`config.mk`:
```
export PLATFORM = sky130hd
export DESIGN_NAME = tlb_array
export DESIGN_NICKNAME = d
export VERILOG_FILES = /design/src/rtl/tlb_array.sv
export SDC_FILE = /design/constraint.sdc
export NUM_CORES = 2
export LEC_CHECK = 0
export ABC_CLOCK_PERIOD_IN_PS = 14680
export BUFFER_PORTS_ARGS = -buffer_cell sky130_fd_sc_hd__buf_2
export CORE_MARGIN = 5
export CORE_UTILIZATION = 57
export DETAILED_ROUTE_END_ITERATION = 7
export GPL_TIMING_DRIVEN = 0
export PLACE_DENSITY = 0.74
export SLEW_MARGIN = 30
export SYNTH_ARGS = -nofsm -noshare
export SYNTH_HDL_FRONTEND = slang
export SYNTH_SLANG_ARGS = --single-unit
```
`constraint.sdc`:
```
create_clock -name clk -period 14.68 [get_ports clk]
set_clock_uncertainty 0.05 [all_clocks]
set_input_delay 1.468 -clock clk [delete_from_list [all_inputs] [get_ports clk]]
set_output_delay 1.468 -clock clk [all_outputs]
set_load 0.01 [all_outputs]
```
`src/rtl/tlb_array.sv`:
```
// -----------------------------------------------------------------------------
// tlb_array - fully associative TLB entry storage with search, read, write,
// INVTLB invalidation and a free-running TLBFILL victim pointer.
//
// Only 4 KB (ps=12) and 2 MB (ps=21) pages are supported. Any PS value other
// than 21 is compared as a 4 KB page.
//
// Ports
//   clk, resetn          clock, asynchronous active-low reset
//   s_vppn/s_va_bit12    search VA[31:13] / VA[12]
//   s_asid               current ASID
//   s_found, s_index     hit flag and index of the lowest matching entry
//   s_ppn..s_v           fields of the selected odd/even page (0 on a miss)
//   we/w_index/w_entry   entry write (TLBWR / TLBFILL)
//   r_index/r_entry      combinational entry read (TLBRD)
//   invtlb_*             INVTLB request: op code, ASID and VA operands
//   fill_index           free-running pseudo-random TLBFILL victim index
//
// Entry packing (w_entry / r_entry):
//   E[88] VPPN[87:69] PS[68:63] G[62] ASID[61:52]
//   PPN0[51:32] PLV0[31:30] MAT0[29:28] D0[27] V0[26]
//   PPN1[25:6]  PLV1[5:4]   MAT1[3:2]   D1[1]  V1[0]
// -----------------------------------------------------------------------------
module tlb_array #(
  parameter int TLBNUM = 16,
  parameter int IDXW   = 4
) (
  input  logic            clk,
  input  logic            resetn,
  // search port
  input  logic [18:0]     s_vppn,
  input  logic            s_va_bit12,
  input  logic [9:0]      s_asid,
  output logic            s_found,
  output logic [IDXW-1:0] s_index,
  output logic [19:0]     s_ppn,
  output logic [5:0]      s_ps,
  output logic [1:0]      s_plv,
  output logic [1:0]      s_mat,
  output logic            s_d,
  output logic            s_v,
  // write port
  input  logic            we,
  input  logic [IDXW-1:0] w_index,
  input  logic [88:0]     w_entry,
  // read port
  input  logic [IDXW-1:0] r_index,
  output logic [88:0]     r_entry,
  // invalidation
  input  logic            invtlb_valid,
  input  logic [4:0]      invtlb_op,
  input  logic [9:0]      invtlb_asid,
  input  logic [18:0]     invtlb_vppn,
  // fill victim
  output logic [IDXW-1:0] fill_index
);

  typedef struct packed {
    logic [19:0] ppn;
    logic [1:0]  plv;
    logic [1:0]  mat;
    logic        d;
    logic        v;
  } page_t;

  // Everything in an entry except the E bit; E lives in its own resettable
  // vector so the bulk storage can stay reset-free.
  typedef struct packed {
    logic [18:0] vppn;
    logic [5:0]  ps;
    logic        g;
    logic [9:0]  asid;
    page_t       p0;
    page_t       p1;
  } body_t;

  localparam logic [5:0] PS_2M = 6'd21;

  logic [TLBNUM-1:0] e_q;
  body_t             body_q [TLBNUM];
  logic [IDXW-1:0]   fill_q;

  // PS-aware VPPN compare shared by search and INVTLB: a 2 MB page ignores
  // VPPN[8:0] (VPPN[8] then picks the odd/even half instead of VA[12]).
  function automatic logic va_match(input body_t b, input logic [18:0] vppn);
    if (b.ps == PS_2M) return b.vppn[18:9] == vppn[18:9];
    else               return b.vppn == vppn;
  endfunction

  // ---------------------------------------------------------------------------
  // Search
  // ---------------------------------------------------------------------------
  logic [TLBNUM-1:0] s_hit;
  logic              hit_found;
  logic [IDXW-1:0]   hit_idx;
  body_t             hit_body;
  logic              page_sel;
  page_t             hit_page;

  always_comb begin
    for (int i = 0; i < TLBNUM; i++) begin
      s_hit[i] = e_q[i] && (body_q[i].g || (body_q[i].asid == s_asid))
                 && va_match(body_q[i], s_vppn);
    end
  end

  // Scanning from the top down lets the lowest matching index overwrite any
  // higher one, which gives the lowest-index-wins priority.
  always_comb begin
    // NOTE: every variable assigned in always_comb gets a default first so no
    // path leaves it unassigned, which would otherwise infer a latch.
    hit_found = 1'b0;
    hit_idx   = '0;
    for (int i = TLBNUM - 1; i >= 0; i--) begin
      if (s_hit[i]) begin
        hit_found = 1'b1;
        hit_idx   = IDXW'(i);
      end
    end
  end

  assign hit_body = body_q[hit_idx];
  assign page_sel = (hit_body.ps == PS_2M) ? s_vppn[8] : s_va_bit12;
  assign hit_page = page_sel ? hit_body.p1 : hit_body.p0;

  // On a miss every search output is forced to 0 rather than leaking the
  // fields of whatever entry hit_idx happens to point at.
  always_comb begin
    s_found = hit_found;
    s_index = '0;
    s_ppn   = '0;
    s_ps    = '0;
    s_plv   = '0;
    s_mat   = '0;
    s_d     = 1'b0;
    s_v     = 1'b0;
    if (hit_found) begin
      s_index = hit_idx;
      s_ppn   = hit_page.ppn;
      s_ps    = hit_body.ps;
      s_plv   = hit_page.plv;
      s_mat   = hit_page.mat;
      s_d     = hit_page.d;
      s_v     = hit_page.v;   // unqualified: the MMU raises the exception
    end
  end

  // ---------------------------------------------------------------------------
  // Read
  // ---------------------------------------------------------------------------
  assign r_entry = {e_q[r_index], body_q[r_index]};

  // ---------------------------------------------------------------------------
  // INVTLB selection, evaluated on pre-edge contents
  // ---------------------------------------------------------------------------
  logic [TLBNUM-1:0] inv_hit;

  always_comb begin
    for (int i = 0; i < TLBNUM; i++) begin
      logic asid_eq;
      logic va_eq;
      asid_eq = (body_q[i].asid == invtlb_asid);
      va_eq   = va_match(body_q[i], invtlb_vppn);
      unique case (invtlb_op)
        5'd0, 5'd1: inv_hit[i] = 1'b1;
        5'd2:       inv_hit[i] = body_q[i].g;
        5'd3:       inv_hit[i] = !body_q[i].g;
        5'd4:       inv_hit[i] = !body_q[i].g && asid_eq;
        5'd5:       inv_hit[i] = !body_q[i].g && asid_eq && va_eq;
        5'd6:       inv_hit[i] = (body_q[i].g || asid_eq) && va_eq;
        default:    inv_hit[i] = 1'b0;
      endcase
    end
  end

  // ---------------------------------------------------------------------------
  // State
  // ---------------------------------------------------------------------------
  // E bits: invalidation first, then the write, so a same-cycle write to
  // w_index overrides any invalidation of that entry.
  always_ff @(posedge clk or negedge resetn) begin
    if (!resetn) begin
      e_q <= '0;
    end else begin
      // NOTE: sequential state uses non-blocking assignments; the later write
      // below to the same bit simply wins, and readers in other processes see
      // only pre-edge values.
      for (int i = 0; i < TLBNUM; i++) begin
        if (invtlb_valid && inv_hit[i]) e_q[i] <= 1'b0;
      end
      if (we) e_q[w_index] <= w_entry[88];
    end
  end

  // NOTE: the entry storage is deliberately not reset; an entry is only
  // meaningful while its E bit is set, and E is reset above.
  always_ff @(posedge clk) begin
    if (we) body_q[w_index] <= body_t'(w_entry[87:0]);
  end

  // Free-running victim pointer; TLBNUM is a power of two so it wraps
  // naturally at TLBNUM-1.
  always_ff @(posedge clk or negedge resetn) begin
    if (!resetn) fill_q <= '0;
    else         fill_q <= fill_q + IDXW'(1);
  end

  assign fill_index = fill_q;

endmodule

```
==> results.sh <==
export IMPL_synthFlopType="edfxtp_1"
export IMPL_p_int_mw=7.172
export IMPL_multi_input_area_sq_mm=0.03182
export IMPL_fin_ws_ps=4498
export IMPL_cp_required_ps=13160
export IMPL_postCtsSetupBuffers=0
export IMPL_setup_violations=0
export IMPL_drtAntennaViolNets=0
export IMPL_die_h_microns=376.2
export IMPL_crit_start="s_vppn[7]"
export IMPL_p_total_mw=9.477
export IMPL_cts_sinks=1428
export IMPL_arrival_ps=8660
export IMPL_antenna_found_initial=29
export IMPL_seq_area_sq_mm=0.04278
export IMPL_grt_max_degree=21
export IMPL_hold_viol=0
export IMPL_synth_top_cell_area_share_pct=55.32
export IMPL_cap_violations=0
export IMPL_fin_crit_ps=10180
export IMPL_period_share_pct=69.36
export IMPL_core_area_sq_mm=0.1333
export IMPL_relSlewSlack_pct=25.28
export IMPL_p_leak_nw=28.37
export IMPL_numCtsBuffers=156
export IMPL_dpl_hpwl_microns=207800
export IMPL_rsz0062_at_grt="false"
export IMPL_placement_rows=134
export IMPL_die_area_sq_mm=0.1415
export IMPL_netlist_top_cells_count="edfxtp_1 (1408), xor2_1 (545), mux2i_1 (492), mux4_2 (445), xnor2_1 (393)"
export IMPL_cp_end_kind="output port"
export IMPL_mappedNetlistArea_sq_mm=0.07643
export IMPL_sw_frac_of_total_pct=24.32
export IMPL_cts_repair_resize_count=0
export IMPL_syn_nets=5366
export IMPL_ir_drop_uv=103.4
export IMPL_wirelength_microns=278000
export IMPL_wl_per_cell_microns=35.95
export IMPL_drive_gt1_share_pct=23.77
export IMPL_gr_total_overflow=0
export IMPL_tightest_slew_ps=1121
export IMPL_clockBufferDepth=3
export IMPL_power_frac_comb_pct=9.4
export IMPL_critPathMaxStageDelay_ps=760
export IMPL_cp_top_family="buffers and inverters"
export IMPL_vias=53748
export IMPL_path_max_fanout=10
export IMPL_ff2ff_path_depth=9
export IMPL_clk_insertion_delay_late_ps=800
export IMPL_finalWeightedCongestion=0.9827
export IMPL_grt_usage_pct=38.53
export IMPL_worstSetupPathType="in2out"
export IMPL_p_seq_share_pct=49.1
export IMPL_status="finished, final reports clean"
export IMPL_drtIter0Drc=8204
export IMPL_path_common_cell="buf_2"
export IMPL_syn_to_final_growth_pct=14.44
export IMPL_crit_end="s_ppn[1]"
export IMPL_viasPerCell=6.952
export IMPL_hold_class="reg2reg"
export IMPL_ys_seq_area_share_pct=55.98
export IMPL_tns_ps=0
export IMPL_grt_pass1_vias=52972
export IMPL_path_buf_inv=8
export IMPL_firstDrtPassIters=6
export IMPL_p_per_area_mw_per_mm2=108.4
export IMPL_synthCells=5200
export IMPL_ys_ff_latch=1428
export IMPL_ys_types=74
export IMPL_portBuffers=230
export IMPL_path_depth=20
export IMPL_dp_slack_ps=4966
export IMPL_slew_viol_final=0
export IMPL_critPathSlowestCell="a21oi_1"
export IMPL_power_net_switching_mw=2.305
export IMPL_synthArstFlopShare_pct=1.401
export IMPL_path_clk_slew_ps=50
export IMPL_synth_edff_count=1408
export IMPL_ioPinCount=295
export IMPL_grt_pass1_wl_microns=386400
export IMPL_htree_levels=4
export IMPL_fmax_mhz=98.22
export IMPL_clockRootBuffer="clkbuf_16"
export IMPL_yosysWarnings=0
export IMPL_r2r_end="e_q[8]"
export IMPL_crit_chain="buf_2 -> buf_6 -> xor2_1 -> nor4_1 -> a31o_1 -> nand3_1 -> a222oi_1 -> o311a_1 -> o21a_1 -> buf_4 -> buf_2 -> clkbuf_1 -> clkbuf_1 -> buf_2 -> mux2i_1 -> mux2i_1 -> a21oi_1 -> o21ai_1 -> a21oi_1 -> buf_2"
export IMPL_r2r_setup_slack_ps=11240
export IMPL_nFillCells=9587
export IMPL_die_width_microns=376.2
export IMPL_synth_area_per_cell_sq_um=14.70
export IMPL_nNetsFinal=5977
export IMPL_start_kind="primary input"
export IMPL_drc=0
export IMPL_hold_buffers=0
export IMPL_synthMostInstantiatedCell="edfxtp_1"
export IMPL_synthTopCellsByArea="edfxtp_1 (55%), mux4_2 (13%), mux2i_1 (6.4%)"
export IMPL_synth_largest_area_cell="edfxtp_1"
export IMPL_cts_tree="done"
export IMPL_initial_core_util_pct=57.34
export IMPL_r2r_start="body_q[8][66]"
export IMPL_power_frac_clock_pct=41.5
[sequential cells by signal, summed over array words and instances, names as in the netlist]
| signal | count |
|---|---|
| e_q | 16 |
| fill_index | 4 |
| body_q | 1408 |
[cell type report]
cell class	count	share of cell area (%)
diodes	22	0.06294
flip-flops and latches	1428	48.91
multi-input cells	3389	36.38
inverters	9	0.03862
plain buffers	374	2.300
clock buffers	201	4.860
clock inverters	87	0.9313
well taps	1768	2.529
repair buffers	453	3.984
[power by group through the flow]
stage	Combinational, mW	Clock, mW	Sequential [mW]
3_5_place_dp	0.871	0	4.73
2_1_floorplan	0.509	0	4.71
3_3_place_gp	0.834	0	4.75
4_1_cts	0.875	3.93	4.65
5_1_grt	0.926	4.11	4.65
6_report	0.893	3.93	4.65
[cells in the final DEF (no fill, tap or decap), drive strengths merged, types with 29 or more instances in the layout]
cell / netlist / final
xor2: 545 / 545
or3: 46 / 46
buf: 189 / 636
nand3: 204 / 204
nor3: 92 / 92
nor2: 74 / 74
mux2i: 492 / 492
nand2: 310 / 310
xnor2: 402 / 402
mux4: 445 / 445
clkbuf: 185 / 392
edfxtp: 1408 / 1408
nor4: 123 / 123
a31oi: 29 / 29
a21oi: 80 / 80
nand4: 113 / 113
clkinv: 1 / 64
mux2: 61 / 61
o21ai: 208 / 208
[routing by layer]
layer | up-vias | routed length [microns] | global-route usage (%)
li1 | 21526 | - | -
met5 | - | 102 | 0
met3 | 978 | 34500 | 10.15
met2 | 4382 | 127700 | 60.55
met4 | 14 | 20510 | 22.17
met1 | 26848 | 95150 | 48.80
[through the flow]
stage / instance area (sq um) / hold WS, ps / util [%] / instances
floorplan: 76430 / 449.4 / - / 5200
global route: 87420 / 449.6 / 65.59 / 7715
finish: 87460 / 417.8 / 65.62 / 7731
CTS: 87400 / 419.1 / 65.57 / 7709
global placement: 79790 / 407.7 / 59.86 / 7198
detailed placement: 82330 / 407.9 / 61.77 / 7421
[worst min path at each step]
stage             startpoint       endpoint  slack, ps  depth (start not counted)
3_3_place_gp   fill_index[3]  fill_index[3]        410                          1
4_1_cts        fill_index[3]  fill_index[3]        420                          1
3_5_place_dp   fill_index[3]  fill_index[3]        410                          1
6_report       fill_index[0]  fill_index[0]        420                          1
2_1_floorplan  fill_index[0]  fill_index[0]        450                          1
5_1_grt        fill_index[3]  fill_index[3]        450                          1
[cell families after synthesis]
| kind of cell | count (synthesis) | synth area share [%] |
|---|---|---|
| flops | 1428 | 55.98 |
| simple gates | 1049 | 7.035 |
| mux | 998 | 20.47 |
| xor+xnor | 947 | 10.94 |
| compound gates | 394 | 3.012 |
| buf+inv | 383 | 2.554 |
| fa+ha+maj | 1 | 0.01637 |
Power figures use the tool's default switching activity.
